**src/rtl/proj_topk_sorter.sv**
```systemverilog
`default_nettype none
// ============================================================================
// Module      : proj_topk_sorter
// Description : Streaming bottom-K (MinHash) selector with an ordered table,
//               then an in-order drain of the kept indices.
// Revision    : 1.0 - initial release
// ============================================================================

package proj_pkg;
    localparam int SORTER_EXTENDER_INDICES_COUNT = 8;
    localparam int INDICE_LEN                    = 16;
    localparam int HASHER_SORTER_SIGNATURE       = 32;
    localparam int SORTER_POSITION_LEN           = $clog2(SORTER_EXTENDER_INDICES_COUNT);
endpackage

module proj_topk_sorter #(
    parameter int INDICES_COUNT = proj_pkg::SORTER_EXTENDER_INDICES_COUNT,
    parameter int INDICE_LEN    = proj_pkg::INDICE_LEN,
    parameter int SIGNATURE_LEN = proj_pkg::HASHER_SORTER_SIGNATURE,
    parameter int POSITION_LEN  = proj_pkg::SORTER_POSITION_LEN,
    parameter bit DEDUP_EN      = 1'b0
) (
    input  logic                     clk,
    input  logic                     rst_n,
    input  logic                     sort_clear,
    input  logic                     in_valid,
    output logic                     in_ready,
    input  logic [SIGNATURE_LEN-1:0] in_signature,
    input  logic [INDICE_LEN-1:0]    in_index,
    input  logic                     end_sorting,
    output logic                     out_valid,
    input  logic                     out_ready,
    output logic [INDICE_LEN-1:0]    out_index,
    output logic [POSITION_LEN-1:0]  out_rank,
    output logic                     out_last,
    output logic [POSITION_LEN:0]    out_count,
    output logic                     sort_done
);

    localparam logic [POSITION_LEN:0] c_K   = (POSITION_LEN+1)'(INDICES_COUNT);
    localparam logic [POSITION_LEN:0] c_ONE = (POSITION_LEN+1)'(1);
    localparam logic [POSITION_LEN:0] c_ZERO = '0;

    localparam logic [0:0] ST_COLLECT = 1'b0;
    localparam logic [0:0] ST_DRAIN   = 1'b1;

    logic [0:0]               r_state;
    logic [0:0]               w_state_nxt;

    logic [SIGNATURE_LEN-1:0] r_sig [INDICES_COUNT];
    logic [INDICE_LEN-1:0]    r_idx [INDICES_COUNT];
    logic [SIGNATURE_LEN-1:0] w_sig_nxt [INDICES_COUNT];
    logic [INDICE_LEN-1:0]    w_idx_nxt [INDICES_COUNT];

    logic [POSITION_LEN:0]    r_fill;
    logic [POSITION_LEN:0]    r_rd_ptr;
    logic                     r_sort_done;

    logic [INDICES_COUNT-1:0] w_le;
    logic [INDICES_COUNT-1:0] w_eq;
    logic [POSITION_LEN:0]    w_pos;
    logic [POSITION_LEN:0]    w_fill_ins;
    logic [POSITION_LEN:0]    w_fill_nxt;
    logic                     w_accept;
    logic                     w_dup;
    logic                     w_insert;
    logic                     w_end;
    logic                     w_out_valid;
    logic                     w_out_last;
    logic                     w_out_fire;
    logic                     w_drain_done;

    // ------------------------------------------------------------------
    // Insertion position: count of valid entries not greater than input,
    // so equal signatures land behind earlier arrivals.
    // ------------------------------------------------------------------
    for (genvar gi = 0; gi < INDICES_COUNT; gi++) begin : g_slot
        localparam logic [POSITION_LEN:0] c_SLOT = (POSITION_LEN+1)'(gi);

        assign w_le[gi] = (c_SLOT < r_fill) && (r_sig[gi] <= in_signature);
        assign w_eq[gi] = (c_SLOT < r_fill) && (r_sig[gi] == in_signature);

        if (gi == 0) begin : g_head
            assign w_sig_nxt[gi] = (w_pos == c_ZERO) ? in_signature : r_sig[gi];
            assign w_idx_nxt[gi] = (w_pos == c_ZERO) ? in_index     : r_idx[gi];
        end else begin : g_body
            assign w_sig_nxt[gi] = (c_SLOT < w_pos)  ? r_sig[gi]    :
                                   (c_SLOT == w_pos) ? in_signature : r_sig[gi-1];
            assign w_idx_nxt[gi] = (c_SLOT < w_pos)  ? r_idx[gi]    :
                                   (c_SLOT == w_pos) ? in_index     : r_idx[gi-1];
        end
    end

    assign w_pos       = (POSITION_LEN+1)'($countones(w_le));
    assign w_accept    = (r_state == ST_COLLECT) && in_valid && !sort_clear;
    assign w_dup       = (DEDUP_EN != 1'b0) && (|w_eq);
    assign w_insert    = w_accept && !w_dup && (w_pos != c_K);
    assign w_fill_ins  = (r_fill == c_K) ? c_K : (r_fill + c_ONE);
    assign w_fill_nxt  = w_insert ? w_fill_ins : r_fill;

    assign w_end       = (r_state == ST_COLLECT) && end_sorting && !sort_clear;
    assign w_out_valid = (r_state == ST_DRAIN) && (r_rd_ptr < r_fill);
    assign w_out_last  = w_out_valid && ((r_rd_ptr + c_ONE) == r_fill);
    assign w_out_fire  = w_out_valid && out_ready;

    // An empty set completes in the same edge that sees end_sorting.
    assign w_drain_done = (w_end && (w_fill_nxt == c_ZERO)) ||
                          ((r_state == ST_DRAIN) && w_out_fire && w_out_last && !sort_clear);

    // ------------------------------------------------------------------
    // FSM: state register / next-state / outputs
    // ------------------------------------------------------------------
    always_ff @(posedge clk or negedge rst_n) begin
        if (!rst_n) begin
            r_state <= ST_COLLECT;
        end else begin
            r_state <= w_state_nxt;
        end
    end

    always_comb begin
        w_state_nxt = r_state;
        if (sort_clear) begin
            w_state_nxt = ST_COLLECT;
        end else begin
            case (r_state)
                ST_COLLECT: begin
                    if (end_sorting) begin
                        w_state_nxt = (w_fill_nxt == c_ZERO) ? ST_COLLECT : ST_DRAIN;
                    end
                end
                ST_DRAIN: begin
                    if (w_out_fire && w_out_last) begin
                        w_state_nxt = ST_COLLECT;
                    end
                end
                default: w_state_nxt = ST_COLLECT;
            endcase
        end
    end

    always_comb begin
        in_ready  = (r_state == ST_COLLECT);
        out_valid = w_out_valid;
        out_index = w_out_valid ? r_idx[r_rd_ptr[POSITION_LEN-1:0]] : '0;
        out_rank  = w_out_valid ? r_rd_ptr[POSITION_LEN-1:0] : '0;
        out_last  = w_out_last;
        out_count = r_fill;
        sort_done = r_sort_done;
    end

    // ------------------------------------------------------------------
    // Fill count, read pointer and completion pulse
    // ------------------------------------------------------------------
    always_ff @(posedge clk or negedge rst_n) begin
        if (!rst_n) begin
            r_fill      <= '0;
            r_rd_ptr    <= '0;
            r_sort_done <= 1'b0;
        end else begin
            r_sort_done <= w_drain_done;

            if (sort_clear || w_drain_done) begin
                r_fill <= '0;
            end else begin
                r_fill <= w_fill_nxt;
            end

            if (sort_clear || w_drain_done || (r_state == ST_COLLECT)) begin
                r_rd_ptr <= '0;
            end else if (w_out_fire) begin
                r_rd_ptr <= r_rd_ptr + c_ONE;
            end
        end
    end

    // Whole table shifts in one edge; the last entry falls off the end.
    always_ff @(posedge clk or negedge rst_n) begin
        if (!rst_n) begin
            for (int i = 0; i < INDICES_COUNT; i++) begin
                r_sig[i] <= '0;
                r_idx[i] <= '0;
            end
        end else if (w_insert) begin
            for (int i = 0; i < INDICES_COUNT; i++) begin
                r_sig[i] <= w_sig_nxt[i];
                r_idx[i] <= w_idx_nxt[i];
            end
        end
    end

endmodule

`default_nettype wire
```
**config.mk**
```make
export PLATFORM = sky130hd
export DESIGN_NAME = proj_topk_sorter
export DESIGN_NICKNAME = d
export VERILOG_FILES = /design/src/rtl/proj_topk_sorter.sv
export SDC_FILE = /design/constraint.sdc
export NUM_CORES = 1
export LEC_CHECK = 0
export CORE_MARGIN = 2
export CORE_UTILIZATION = 63
export CTS_BUF_LIST = sky130_fd_sc_hd__clkbuf_8
export DETAILED_ROUTE_END_ITERATION = 6
export DONT_BUFFER_PORTS = 1
export PLACE_DENSITY = 0.8
export SLEW_MARGIN = 15
export SYNTH_ARGS = -nofsm -noshare
export SYNTH_HDL_FRONTEND = slang
export SYNTH_SLANG_ARGS = --single-unit
```
**constraint.sdc**
```tcl
create_clock -name clk -period 6.88 [get_ports clk]
set_input_delay 1.376 -clock clk [delete_from_list [all_inputs] [get_ports clk]]
set_output_delay 1.376 -clock clk [all_outputs]
set_load 0.05 [all_outputs]
```
### Yosys cells after proc, flatten, opt, wreduce, memory -nomap -nowiden

Index checks and enable logic that the tools add are counted.

* add/subtract/negate cells: 9
* bitwise operators: 9
* eq/ne operators: 10
* multiplexer cells: 29
* reductions and logical operators: 36
* order comparisons: 25

Operators with widths (count)
* 32-bit less-or-equal comparator: 8
* 32-bit 2-to-1 mux: 7
* 16-bit 2-to-1 mux: 10
* 16-bit binary-select mux with 3-bit select: 1
* 3-bit by 4-bit < comparator with 1-bit output, first input constant: 8
* 1-bit logical AND: 21
* 4-bit 2-to-1 mux: 5
* 3-bit by 4-bit == test with 1-bit output, first input constant: 4
* 2-bit by 4-bit < comparator with 1-bit output, first input constant: 4
* 2-bit AND reduction: 8
* 1-bit by 4-bit < comparator with 1-bit output, first input constant: 3
* 1-bit by 1-bit adder with 2-bit output: 4
* 4-bit by 1-bit adder with 4-bit output, second input constant: 2
* 2-bit by 4-bit == test with 1-bit output, first input constant: 2
* 4-bit zero test: 2
* 1-bit inverter: 8
* 2-bit by 2-bit adder with 3-bit output: 2
* 3-bit by 3-bit adder with 4-bit output: 1
* 1-bit by 4-bit == test with 1-bit output, first input constant: 1
* 4-bit == test: 1
* 4-bit == test, second input constant: 1
* 4-bit greater-or-equal comparator, second input constant: 1
* 4-bit < comparator: 1
* 1-bit 2-to-1 mux: 4
* 7 further kinds: 9

* logic and storage cells: 138
* input port bits: 54
* output and inout bits: 27
* register bits: 394

### Logic depth before layout (Yosys ltp)

Gate-level depths: netlist of the first run.

* word-level depth: 14
* mapped depth: 23
* gate-level depth less buffers: 21

### Worst setup path before layout of the first run

No wires, ideal clock.

* kind: input to register
* start point: input port in_signature[30]
* end point: register r_sort_done, in the netlist sort_done
* setup slack: 0.061 ns
* setup time: 0.121 ns
* path buffers: 2
* required time: 6.759 ns
* stages: 21
* arrival time: 6.697 ns
* path through: clkbuf_1 -> inv_1 -> ha_1 -> nand4_1 -> or4_1 -> o211ai_1 -> a22oi_1 -> fa_1 -> inv_1 -> fa_1 -> fa_1 -> inv_1 -> ha_1 -> fa_1 -> clkbuf_1 -> nor2_1 -> a41oi_4 -> mux2i_1 -> o31ai_2 -> a41oi_1 -> nor2_1

* word-level cells in the longest chain between the ends: 11
* elaborated cells between the ends (all ways): 29
* classes of those cells: add/sub (7); order compare (8); eq/ne (1); mux (1); reduce/logical (12)

Ends and longest elaborated chain
* start: declaration: line 28 `input logic [SIGNATURE_LEN-1:0] in_signature,`
* 32-bit less-or-equal comparator: line 80 `assign w_le[gi] = (c_SLOT < r_fill) && (r_sig[gi] <= in_signature);`
* 1-bit logical AND: line 80
* 1-bit by 1-bit adder with 2-bit output (implied by the code): line 94 `assign w_pos = (POSITION_LEN+1)'($countones(w_le));`
* 2-bit by 2-bit adder with 3-bit output (implied by the code): line 94
* 3-bit by 3-bit adder with 4-bit output (implied by the code) (*): line 94
* 4-bit != test (*): line 97 `assign w_insert = w_accept && !w_dup && (w_pos != c_K);`
* 1-bit logical AND (*): line 97
* 4-bit 2-to-1 mux (*): line 99 `assign w_fill_nxt = w_insert ? w_fill_ins : r_fill;`
* 4-bit zero test (*): line 107 `assign w_drain_done = (w_end && (w_fill_nxt == c_ZERO)) ||`
* 1-bit logical AND (*): line 107
* 1-bit logical OR (*): line 107
* named net w_drain_done: line 71 `logic w_drain_done;`
* end signal: assignment: line 161 `r_sort_done <= w_drain_done;`
* end: declaration: line 57 `logic r_sort_done;`

The timed path passes the listed nets; every way through them passes the cells marked *.
A chain may end at the register's enable or synchronous reset.

### Worst setup path in the final report of the first run

* start point: input port in_signature[7]
* end point: register r_sig[178] in the netlist's numbering

* word-level cells in the longest chain between the ends: 8
* elaborated cells between the ends (all ways): 30
* classes of those cells: add/sub (7); order compare (9); eq/ne (2); mux (1); bitwise (1); reduce/logical (10)

Ends and longest elaborated chain
* 32-bit less-or-equal comparator: line 80
* 1-bit logical AND: line 80
* 1-bit by 1-bit adder with 2-bit output (implied by the code): line 94
* 2-bit by 2-bit adder with 3-bit output (implied by the code): line 94
* 3-bit by 3-bit adder with 4-bit output (implied by the code) (*): line 94
* 2-bit by 4-bit < comparator with 1-bit output / 4-bit != test (equally long branches): line 87, 97
* 1-bit inverter (no line) / 1-bit logical AND (equally long branches)
* 2-bit AND reduction (no line)
* end signal: indexed assignment: line 186 `r_sig[i] <= w_sig_nxt[i];`
* end: declaration: line 50 `logic [SIGNATURE_LEN-1:0] r_sig [INDICES_COUNT];`

Mark *: on every way between the ends. The rest lies on a longest branch, timed or not.

==> summary.md, run 1 <==
| Metric | Value |
|---|---|
| Final WL | 69500 um |
| Reg clk slew, reported paths | 70 ps |
| Highest Signal Layer | met4 |
| Crit path DAT | approximately 6800 ps |
| Synthesis-to-finish area growth | 10.3% |
| Setup crit end kind | flop |
| Cell internal pwr | 5.41 mW |
| Most frequent cells in the layout | 426 x a21oi_1, 393 x dfrtp_1, 340 x mux2i_1 |
| Clock Root Buffer | clkbuf_8 |
| Hold crit path type | in2async |
| Worst Skew | around 24 ps |
| ANT cells | 0 |
| Required @ worst endpoint | 7380 ps |
| Multi-input gate area | 14000 um2 |
| Post-placement worst setup slack | 17.9 ps |
| IO buf count | 0 |
| DRT antenna net count | 0 |
| Clock power share | 25.3% |
| GR Overflow Total | 0 |
| IO Pins | 81 |
| Final setup violation count | 0 |
| Storage element area | 9860 um2 |
| Syn avg cell area | 9.70 um2 |
| Initial core utilization | between 60 and 70% |
| Setup Buffers After CTS | 0 |
| Net count, final | 2899 |
| Slew HR | 19.3% |
| Mapped Cells | between 2000 and 3000 |
| Net Sw Power | 3.12 mW |
| Fin crit period | 6290 ps |
| First-pass GRT wire length | 112000 um |
| CTS tree | built |
| Metal3 WL | 4910 um |
| Setup CP Type | in2reg |
| Post-CTS Resized | 0 |
| Row count | between 70 and 80 |
| Core area | 38800 um2 |
| Max-Cap Viols | 0 |
| Post-Syn Area | approximately 25000 um2 |
| Synth cell types | 57 |
| Setup WS post-layout | around 590 ps |
| Net Count, Synth | 2890 |
| Logic gate share of total power | 31.3% |
| Yosys warns | 0 |
| Total leakage power | 11.7 nW |
| Longest Clk Path Bufs | 3 |
| Post-route met1 wirelength | 28500 um |
| Vias in the first global route | 20800 |
| Clock buffer count from CTS | 69 |
| Layout cells sized above 1 | 11.0% |
| Clk sinks | 394 |
| VDD IR-drop max | roughly 0.21 mV |
| Dpl hpwl | 48500 um |
| Largest net degree at the start of global routing | between 300 and 400 |
| RSZ-0062 raised after global routing | no |
| First-pass iteration count of the detailed router | 6 |
| Die area | 41100 um2 |
| Clock Latency Late Sink | 640 ps |
| DR iter-0 viols | around 2000 |
| Max Fclk | 0.159 GHz |
| Setup TNS Final | 0 ps |
| Filler instances | 2741 |
| Residual DRC count | 0 |
| Switching share of power | a little over a third |
| Async SR Flop Fraction | 100% |
| Avg WL per Cell | 22.1 um |
| Max-slew violations | 0 |
| Post-synthesis sequential area ratio | 39.6% |
| Met2 WL | 33200 um |
| Vias per Instance | between 6 and 7 |
| Vias | 20400 |
| Fin crit share | 91.4% |
| Seq pwr share | around 43% |
| Synth Register Bits | 394 |
| DIE HEIGHT | 203 um |
| Hold Buf Count CTS | 0 |
| Final Wtd Congestion | 0.974 |
| Most common cell after layout, fill and taps aside | a21oi_1 |
| Hold Vio Cnt, Final | 0 |
| Slew @ Worst Pin | 1210 ps |
| PD cells | 311 nW/um2 |
| Crit-path max FO | 22 |
| H-tree levels | 3 |
| Number of synthesized flops with an enable pin | 0 |
| GRT Total Usage | 34.5% |
| Initial antenna violation count | 0 |
| Status | finished, final reports clean |
| Ys flop type | dfrtp_1 |
| Critical Path Source Type | input pin |
| Die W | 203 um |
routing by layer:
| layer | vias up | track usage (%) |
|---|---|---|
| met4 | 0 | 14.9 |
| met1 | 10100 | 45.5 |
| met5 | - | 0 |
| li1 | 9218 | - |
| met3 | 196 | 5.96 |
| met2 | 867 | 56.3 |
cell families after synthesis:
group	count (synthesis)	synth area share, %
AND/OR/NAND/NOR	652	11.2
AO/OA/AOI/OAI	608	13.2
flip-flops	394	39.6
multiplexers	389	17.3
adder cells (fa/ha/maj)	270	13.7
buffers and inverters	243	4.50
XOR/XNOR	10	0.352
layout make-up:
type | count | area share, %
multi-input combinational | 1929 | 51.0
sequential | 394 | 35.9
clock buffer | 88 | 4.41
timing repair buffer | 120 | 4.92
tap | 518 | 2.36
inverter | 61 | 0.834
clock inverter | 35 | 0.574
path summary, 6_finish.rpt:
| check | startpoint | end | slack (ps) | depth (start not counted) |
|---|---|---|---|---|
| min reg2reg | r_idx[14]$_DFFE_PN0P_ | r_idx[14]$_DFFE_PN0P_ | 490 | 2 |
| min | rst_n | r_sig[80]$_DFFE_PN0P_ | 450 | 0 |
| max reg2reg | r_sig[199]$_DFFE_PN0P_ | r_sig[178]$_DFFE_PN0P_ | 1000 | 20 |
| max | in_signature[7] | r_sig[178]$_DFFE_PN0P_ | 590 | 21 |
| max in group asynchronous | rst_n | r_sig[37]$_DFFE_PN0P_ | 5450 | 0 |
| min in group clk | r_idx[14]$_DFFE_PN0P_ | r_idx[14]$_DFFE_PN0P_ | 490 | 2 |
stage by stage:
stage | util, % | area (um2) | total power, mW | std cells | hold WS [ps]
2_1_floorplan | - | 24900 | 5.47 | 2566 | 445
3_3_place_gp | 67.2 | 26100 | 6.07 | 3022 | 458
3_5_place_dp | 67.2 | 26100 | 6.29 | 3022 | 472
4_1_cts | 70.7 | 27400 | 8.48 | 3145 | 436
5_1_grt | 70.7 | 27400 | 9.07 | 3145 | 424
6_report | 70.7 | 27400 | 8.53 | 3145 | 453
registers in the layout, summed over array words and instances (netlist names):
signal and cells:
out_count 4, r_sig 256, r_rd_ptr 4, sort_done 1, r_idx 128, r_state 1
synth_stat cells (22+ instances only):
cell type	n	area, um2
dfrtp_1	394	9860
a21oi_1	426	2130
nand3_1	36	180
clkbuf_1	90	338
ha_1	266	3330
buf_4	27	203
nand4_1	55	344
a21o_1	22	165
buf_2	57	285
inv_1	59	221
o21ai_0	112	561
mux4_2	32	721
mux2i_1	340	3400
nand2_1	176	661
nor2_1	320	1200
worst max-delay path: stages:
cell	delay, ps
inv_1	50
ha_1	320
nand2_1	170
o21ai_0	230
a221o_1	410
a211oi_1	230
o211ai_1	140
a22oi_1	210
fa_1	450
inv_1	90
fa_1	440
fa_1	540
inv_1	50
ha_1	220
fa_1	440
or2_2	330
and2_1	230
nor2_4	230
buf_12	270
mux2i_1	250
a21oi_1	90
power by group through the flow:
stage	Combinational [mW]	Sequential [mW]	Clock (mW)
detailed placement	2.60	3.69	0
global placement	2.43	3.65	0
global route	3.01	3.78	2.29
finish	2.67	3.70	2.16
CTS	2.64	3.67	2.18
floorplan	1.99	3.48	0
(Power assumes the default switching activity.)
==> run 2, diff against run 1 <==
clock period = 5.84 ns   (was 6.88 ns; I/O delays follow)
==> run 2 against run 1 <==
The run now ends with DRC, slew limit left. Non-clock buffer count is 122 higher. Utilization is 5.4 points higher. Clock power is 16% higher. Routed wire length is 13% higher. Final cell count is 3.8% higher. First-iteration DRC count is 3.1% higher. Worst hold slack worse by 190 ps. Clock skew is 21 ps higher. Via count is 5.3% higher. Register-to-register slack worse by 810 ps. Design area is 7.7% higher. Largest power group unchanged. Highest routed layer is now met5.
==> summary.md, run 2 (synthesis results as in run 1) <==
| Metric | Value |
|---|---|
| Most frequent cells in the layout | 394 x a21oi_1, 393 x dfrtp_1, 333 x mux2i_1 |
| Row count | 72 (unchanged) |
| Hold crit path type | in2async |
| Final Wtd Congestion | 0.930 (-4.5%) |
| Max-slew violations | 27 (+27) |
| Vias per Instance | 6.58 (+1.4%) |
| Longest Clk Path Bufs | 3 (unchanged) |
| R2R Setup Slk | 190 ps (-810 ps) |
| Die area | 41100 um2 (unchanged) |
| RSZ-0062 raised after global routing | yes |
| Setup crit end kind | flop |
| Final WL | 78600 um (+13%) |
| Max Fclk | around 0.17 GHz |
| Top Registers | r_sig x256, r_idx x128 |
| Vias | 21500 (+5.3%) |
| Cell internal pwr | 6.59 mW (+22%) |
| Crit path DAT | 6340 ps (-450 ps) |
| Clock buffer count from CTS | 69 (unchanged) |
| Seq pwr share | 42.0% (-1.4 points) |
| H-tree levels | 3 (unchanged) |
| Hold Buf Count CTS | 0 (unchanged) |
| Fin crit share | 99.0% |
| Vias in the first global route | 21300 (+2.6%) |
| Core area | 38800 um2 (unchanged) |
| Clock Latency Late Sink | 660 ps (+20 ps) |
| CP bufs+invs | 5 (+1) |
| Slowest stage cell, crit path | fa_1 |
| Crit-path max FO | 18 (-18%) |
| PD cells | 355 nW/um2 (+14%) |
| Slew @ Worst Pin | 1510 ps (+296 ps) |
| Required @ worst endpoint | 6400 ps (-980 ps) |
| Setup WS post-layout | 58.9 ps (-530 ps) |
| DIE HEIGHT | 203 um (unchanged) |
| First-pass GRT wire length | 117000 um (+4.5%) |
| Fin crit period | between 5000 and 6000 ps |
| Family with the most delay on the worst path | adder cells |
| Clk sinks | 394 (unchanged) |
| Switching share of power | 37.3% (+0.69 points) |
| VDD IR-drop max | 0.255 mV (+19%) |
| Clock power share | 23.9% (-1.4 points) |
| CP peak stage delay | 570 ps (+30 ps) |
| CP most frequent cell | fa_1 |
| Max reg flops | 256 (unchanged) |
| GRT Total Usage | 36.4% (+2.0 points) |
| Synthesis-to-finish area growth | 18.8% |
| Max-Cap Viols | 0 (unchanged) |
| Slew HR | -0.430% (-20 points) |
| Status | complete, but fails checks |
| First-pass iteration count of the detailed router | 7 (+1) |
| Logic gate share of total power | 34.1% (+2.8 points) |
| Net count, final | 3021 (+4.2%) |
| Final core utilization | 76.1% (+5.4 points) |
| IO buf count | 0 (unchanged) |
| Layout cells sized above 1 | 19.9% (+8.9 points) |
| Post-placement worst setup slack | -702 ps (-720 ps) |
| Reg with most FFs | r_sig |
| Hold Vio Cnt, Final | 0 (unchanged) |
| Dpl hpwl | 51500 um (+6.1%) |
| Setup CP Type | in2reg |
| Reg clk slew, reported paths | 70 ps (about the same) |
| Worst Skew | 45.0 ps (+21.4 ps) |
| Final setup violation count | 0 (unchanged) |
| Most common cell after layout, fill and taps aside | a21oi_1 |
| DR iter-0 viols | 2089 (+3.1%) |
| Initial antenna violation count | 1 (+1) |
| GR Overflow Total | 0 (unchanged) |
| Total leakage power | 12.5 nW (+6.3%) |
| Residual DRC count | 8 (+8) |
| DRT antenna net count | 0 (unchanged) |
| CTS tree | built |
| ANT cells | 0 (unchanged) |
| Avg WL per Cell | 24.1 um (+8.9%) |
| Largest net degree at the start of global routing | 395 (unchanged) |
| IO Pins | 81 (unchanged) |
| Die W | 203 um (unchanged) |
| Failing checks | DRC, slew limit |
| CP cell instances | inv_4 > ha_1 > nand4_1 > nor4_2 > nand4_1 > o211ai_1 > a22oi_2 > fa_1 > inv_2 > fa_1 > fa_1 > inv_1 > ha_2 > fa_2 > or2_4 > buf_6 > a21oi_4 > and2_4 > buf_12 > nor2_1 > a21oi_1 |
| Clock Root Buffer | clkbuf_8 |
| Net Sw Power | 3.92 mW (+26%) |
| Critical Path Source Type | input pin |
| Initial core utilization | 64.1% (unchanged) |
-- run 2: changes by cell type in the layout (fill, tap and decap cells not counted), sizes merged --
cell / delta
buf: +107
inv: +6
clkbuf: +12
clkinvlp: +2
clkinv: -6
-- run 2: worst reg2reg max path, stage by stage (launching register included) --
cell	delay (ps)
dfrtp_1	420
ha_1	320
nand4_1	240
nor4_2	380
nand4_1	240
o211ai_1	290
a22oi_2	100
fa_1	570
inv_2	40
fa_1	460
fa_1	490
inv_1	50
ha_2	190
fa_2	420
or2_4	270
buf_6	120
a21oi_4	200
and2_4	320
buf_12	210
nor2_1	60
a21oi_1	170
-- run 2: what timing repair did --
item	CTS	global route
pin swaps	0	13
setup endpoints to repair	16	340
gates resized for setup	1	102
setup buffers	0	18
cloned	0	17
-- run 2: layout make-up --
type / instances / area, um2
tap: 518 / 648
clock inverter: 37 / 160
fill: 2485 / 9270
timing repair buffer: 242 / 2680
multi-input combinational: 1929 / 14700
sequential: 394 / 9860
clock buffer: 85 / 1170
inverter: 61 / 359
-- run 2: per-stage QoR --
stage | power [mW] | std cells | hold WS [ps] | cell area, um2 | TNS [ps]
floorplan | 6.58 | 2566 | 445 | 26000 | -1260
global placement | 7.43 | 3110 | 459 | 27300 | -210740
detailed placement | 7.69 | 3110 | 469 | 27300 | -217630
CTS | 10.2 | 3232 | 220 | 28600 | 0
global route | 11.1 | 3266 | 220 | 29600 | -13070
finish | 10.5 | 3266 | 263 | 29600 | 0
-- run 2: layer usage --
metal  up-vias  part of all wire (%)  track usage, %
met1     10600                    40            48.4
li1       9498                     -               -
met2      1114                    46            56.8
met4         2                   4.8            18.0
met3       251                   9.2            8.03
met5         -                 0.014               0
-- run 2: path summary, 6_finish.rpt --
check                                            start  cells after the start                endpoint
worst max-delay path                  in_signature[26]                     21  r_sig[177]$_DFFE_PN0P_
worst min-delay path                             rst_n                      0   r_sig[48]$_DFFE_PN0P_
worst max register to register  r_sig[249]$_DFFE_PN0P_                     20  r_sig[177]$_DFFE_PN0P_
worst min register to register    r_idx[0]$_DFFE_PN0P_                      2    r_idx[0]$_DFFE_PN0P_
max in group asynchronous                        rst_n                      0  r_sig[198]$_DFFE_PN0P_
min in group clk                  r_idx[0]$_DFFE_PN0P_                      2    r_idx[0]$_DFFE_PN0P_
-- run 2: power by group through the flow --
stage	Combinational, mW	Clock [mW]	Sequential, mW
2_1_floorplan	2.46	0	4.12
3_3_place_gp	3.11	0	4.32
3_5_place_dp	3.32	0	4.37
4_1_cts	3.36	2.52	4.34
5_1_grt	3.99	2.66	4.49
6_report	3.58	2.51	4.41
==> run 3, diff against run 2 <==
ABC_AREA = 1   (was not set)
==> run 3 against run 2 <==
The run ends with DRC, setup timing left. Fmax is 2.7% lower. Flip-flop and latch count stayed put. Clock skew is 3.1 ps higher. Routed wire length increased by 9.9%. Final cell count is 19% higher. Power shrank 3.8%. Die area rose by 0.23%. Synthesized area up 0.23%. Sequential power decreased by 6.3%. Combinational power down 11%. Critical path type unchanged. Critical endpoint is now r_sig[195]$_DFFE_PN0P_.
==> summary.md, run 3 <==
| Metric | Value |
|---|---|
| Residual DRC count | 3 (-5) |
| Filler instances | 2574 (+3.6%) |
| Reg2reg path depth | 25 (+25%) |
| Count leader, synth | nand2_1 |
| Slowest stage cell, crit path | fa_1 |
| Vias | 25500 (+19%) |
| R2R Path End | r_sig[195]$_DFFE_PN0P_ |
| Die W | 203 um (+0.11%) |
| PD cells | 340 nW/um2 (-4.2%) |
| Met3 usage | 6.93% (-1.1 points) |
| H-tree levels | 3 (unchanged) |
| Dpl hpwl | 51900 um (+0.86%) |
| Layout cells sized above 1 | 14.8% (-5.1 points) |
| Synth Area in Compound Gates | 21.4% (+8.1 points) |
| Gr busiest metal | met2 |
| Clock Root Buffer | clkbuf_8 |
| Largest net degree at the start of global routing | 395 (unchanged) |
| Synthesis-to-finish area growth | 19.1% |
| Slew HR | 27.7% (+28 points) |
| VDD IR-drop max | 0.214 mV (-16%) |
| RR Startpoint | r_sig[222]$_DFFE_PN0P_ |
| CTS tree | built |
| Most common cell after layout, fill and taps aside | nand2_1 |
| Max Fclk | 0.168 GHz (-2.7%) |
| CP bufs+invs | 9 (+4) |
| Top cell type by total area after synthesis | dfrtp_1 |
| Hold Buf Count CTS | 0 (unchanged) |
| Simple-Gate Fraction of Synth Area | 17.5% (+6.2 points) |
| Hold Vio Cnt, Final | 0 (unchanged) |
| Status | complete, but fails checks |
| Storage element area | 9860 um2 (unchanged) |
| Crit path DAT | 6490 ps (+150 ps) |
| RSZ-0062 raised after global routing | yes |
| DR iter-0 viols | 3277 (+57%) |
| Max-Cap Viols | 0 (unchanged) |
| Total leakage power | 14.4 nW (+15%) |
| Largest family of logic cells by synthesized area | compound AO/OA/AOI/OAI gates |
| Final setup violation count | 102 (+102) |
| Setup WS post-layout | -99.7 ps (-159 ps) |
| M1 GR Usage | 49.3% (+0.90 points) |
| Family with the most delay on the worst path | adder cells |
| Net Count, Synth | 3534 (+22%) |
| Fin area | 29700 um2 (+0.45%) |
| Number of synthesized flops with an enable pin | 0 (unchanged) |
| Crit-path max FO | 8 (-10) |
| Multi-input gate area | 13700 um2 (-7.0%) |
| Fin crit share | 102% (+2.7 points) |
| IO Pins | 81 (unchanged) |
| Clock buffer count from CTS | 71 (+2.9%) |
| R2R Setup Slk | 110 ps (-80 ps) |
| Synth Register Bits | 394 (unchanged) |
| Yosys warns | 0 (unchanged) |
| Clk sinks | 394 (unchanged) |
| Multiplexer share of the synthesized area | 0.0401% (-17 points) |
| Max-slew violations | 0 (-100%) |
| Most frequent cells in the layout | 629 x nand2_1, 393 x dfrtp_1, 326 x o21ai_0 |
| DIE HEIGHT | 203 um (+0.11%) |
| Critical Path Source Type | input pin |
| Final Wtd Congestion | 0.929 (-0.15%) |
| Routing usage on met2 | 62.4% (+5.6 points) |
| Net count, final | 3651 (+21%) |
| GR Overflow Total | 0 (unchanged) |
| Hold crit path type | in2async |
| Core area | 38800 um2 (unchanged) |
| Mapped Cells | 3210 (+25%) |
| Failing checks | DRC, setup timing |
| Total Power | 10.1 mW (-3.8%) |
| Final WL | 86400 um (+9.9%) |
| First-pass iteration count of the detailed router | 7 (unchanged) |
| Post-synthesis sequential area ratio | 39.5% (-0.091 points) |
| Reg with most FFs | r_sig |
| Initial core utilization | 64.2% (+0.15 points) |
| Avg WL per Cell | 22.1 um (-8.0%) |
| First-pass GRT wire length | 127000 um (+8.2%) |
| Top Registers | r_sig x256, r_idx x128 |
| CP startpoint | in_signature[30] |
| CP peak stage delay | 500 ps (-70 ps) |
| Reg clk slew, reported paths | 60 ps (about the same) |
| Top cells by area, synth | dfrtp_1 40%, ha_1 13%, nand2_1 9.7%, o21ai_0 8.4%, a21oi_1 5.2% |
| DRT antenna net count | 0 (unchanged) |
| Longest Clk Path Bufs | 3 (unchanged) |
| Post-synthesis adder-cell area fraction | 13.7% (-0.032 points) |
| IO buf count | 0 (unchanged) |
| Row count | 72 (unchanged) |
| Required @ worst endpoint | 6390 ps (about the same) |
| Setup CP Type | in2reg |
| Vias per Instance | 6.53 (-0.75%) |
| CP Capture Point | r_sig[195]$_DFFE_PN0P_ |
| GRT Total Usage | 38.5% (+2.1 points) |
| Worst Skew | 48.1 ps (+3.13 ps) |
| Setup crit end kind | flop |
| Ys flop type | dfrtp_1 |
| Syn avg cell area | 7.77 um2 (-20%) |
| Max reg flops | 256 (unchanged) |
| Initial antenna violation count | 1 (unchanged) |
| Clock Latency Late Sink | 660 ps (about the same) |
| Vias in the first global route | 24500 (+15%) |
| Placed Area | 26900 um2 (-1.6%) |
| Critical Path Stages | 27 (+29%) |
| ANT cells | 0 (unchanged) |
| Post-synthesis xor/xnor area fraction | 0.140% (-0.21 points) |
| Die area | 41200 um2 (+0.23%) |
| Most frequent cells after synthesis | 643 x nand2_1, 417 x o21ai_0, 394 x dfrtp_1 |
| Slew @ Worst Pin | 1080 ps (-422 ps) |
| Post-Syn Area | 24900 um2 (+0.23%) |
| Synth cell types | 44 (-23%) |
| CP most frequent cell | fa_1 |
| Share of the synthesized area in the top cell type | 39.5% (-0.091 points) |
| Async SR Flop Fraction | 100% (unchanged) |
| Fin crit period | 5940 ps (+159 ps) |
run 3: cell families (layout without fill, tap and decap cells):
group / after synthesis / count (layout)
buf+inv: 489 / 661
flops: 394 / 394
mux: 1 / 1
xor+xnor: 4 / 4
compound gates: 972 / 972
fa+ha+maj: 270 / 270
simple gates: 1080 / 1080
run 3: stage by stage:
stage               hold WS [ps]  util (%)  setup slack, ps  TNS, ps  instances
finish                       240      76.5            -99.7    -3490       3900
global placement             471      69.2             -887  -306010       3714
CTS                          223      74.1            -15.6    -25.1       3863
global route                 225      76.5             -179   -29780       3900
floorplan                    457         -            -26.9    -1090       3210
detailed placement           477      69.2             -985  -329960       3714
run 3: layer usage:
metal	up-vias	wire length (um)	share of wire, %
li1	11200	-	-
met2	1776	38600	45
met1	12000	32000	37
met5	-	11	0.013
met3	414	10100	12
met4	2	5650	6.5
run 3: final cells by class:
type,instances,share of cell area (%)
clock buffer,95,4.40
clock inverter,33,0.678
inverter,278,3.68
multi-input combinational,2327,46.0
sequential,394,33.2
tap,518,2.18
timing repair buffer,255,9.86
run 3: repair_timing:
action	in CTS	in global routing
hold endpoints to repair	0	0
setup endpoints to repair	393	376
pin swaps	16	46
setup buffers	16	20
cloned	6	18
resized for setup	23	137
run 3: worst min-delay path by stage:
stage,end,slack [ps],depth (start not counted)
after floorplan,r_sig[10]$_DFFE_PN0P_,460,2
after global placement,r_idx[3]$_DFFE_PN0P_,470,2
after detailed placement,r_sig[21]$_DFFE_PN0P_,480,2
after CTS,r_sig[180]$_DFFE_PN0P_,220,0
after global routing,r_sig[206]$_DFFE_PN0P_,230,0
final,r_sig[203]$_DFFE_PN0P_,240,0
run 3: report_power, final:
part           internal [mW]  leakage, nW  switching [mW]
combinational           1.34         8.69            1.83
clock                   1.54        0.844            1.26
sequential              3.51         4.85           0.614
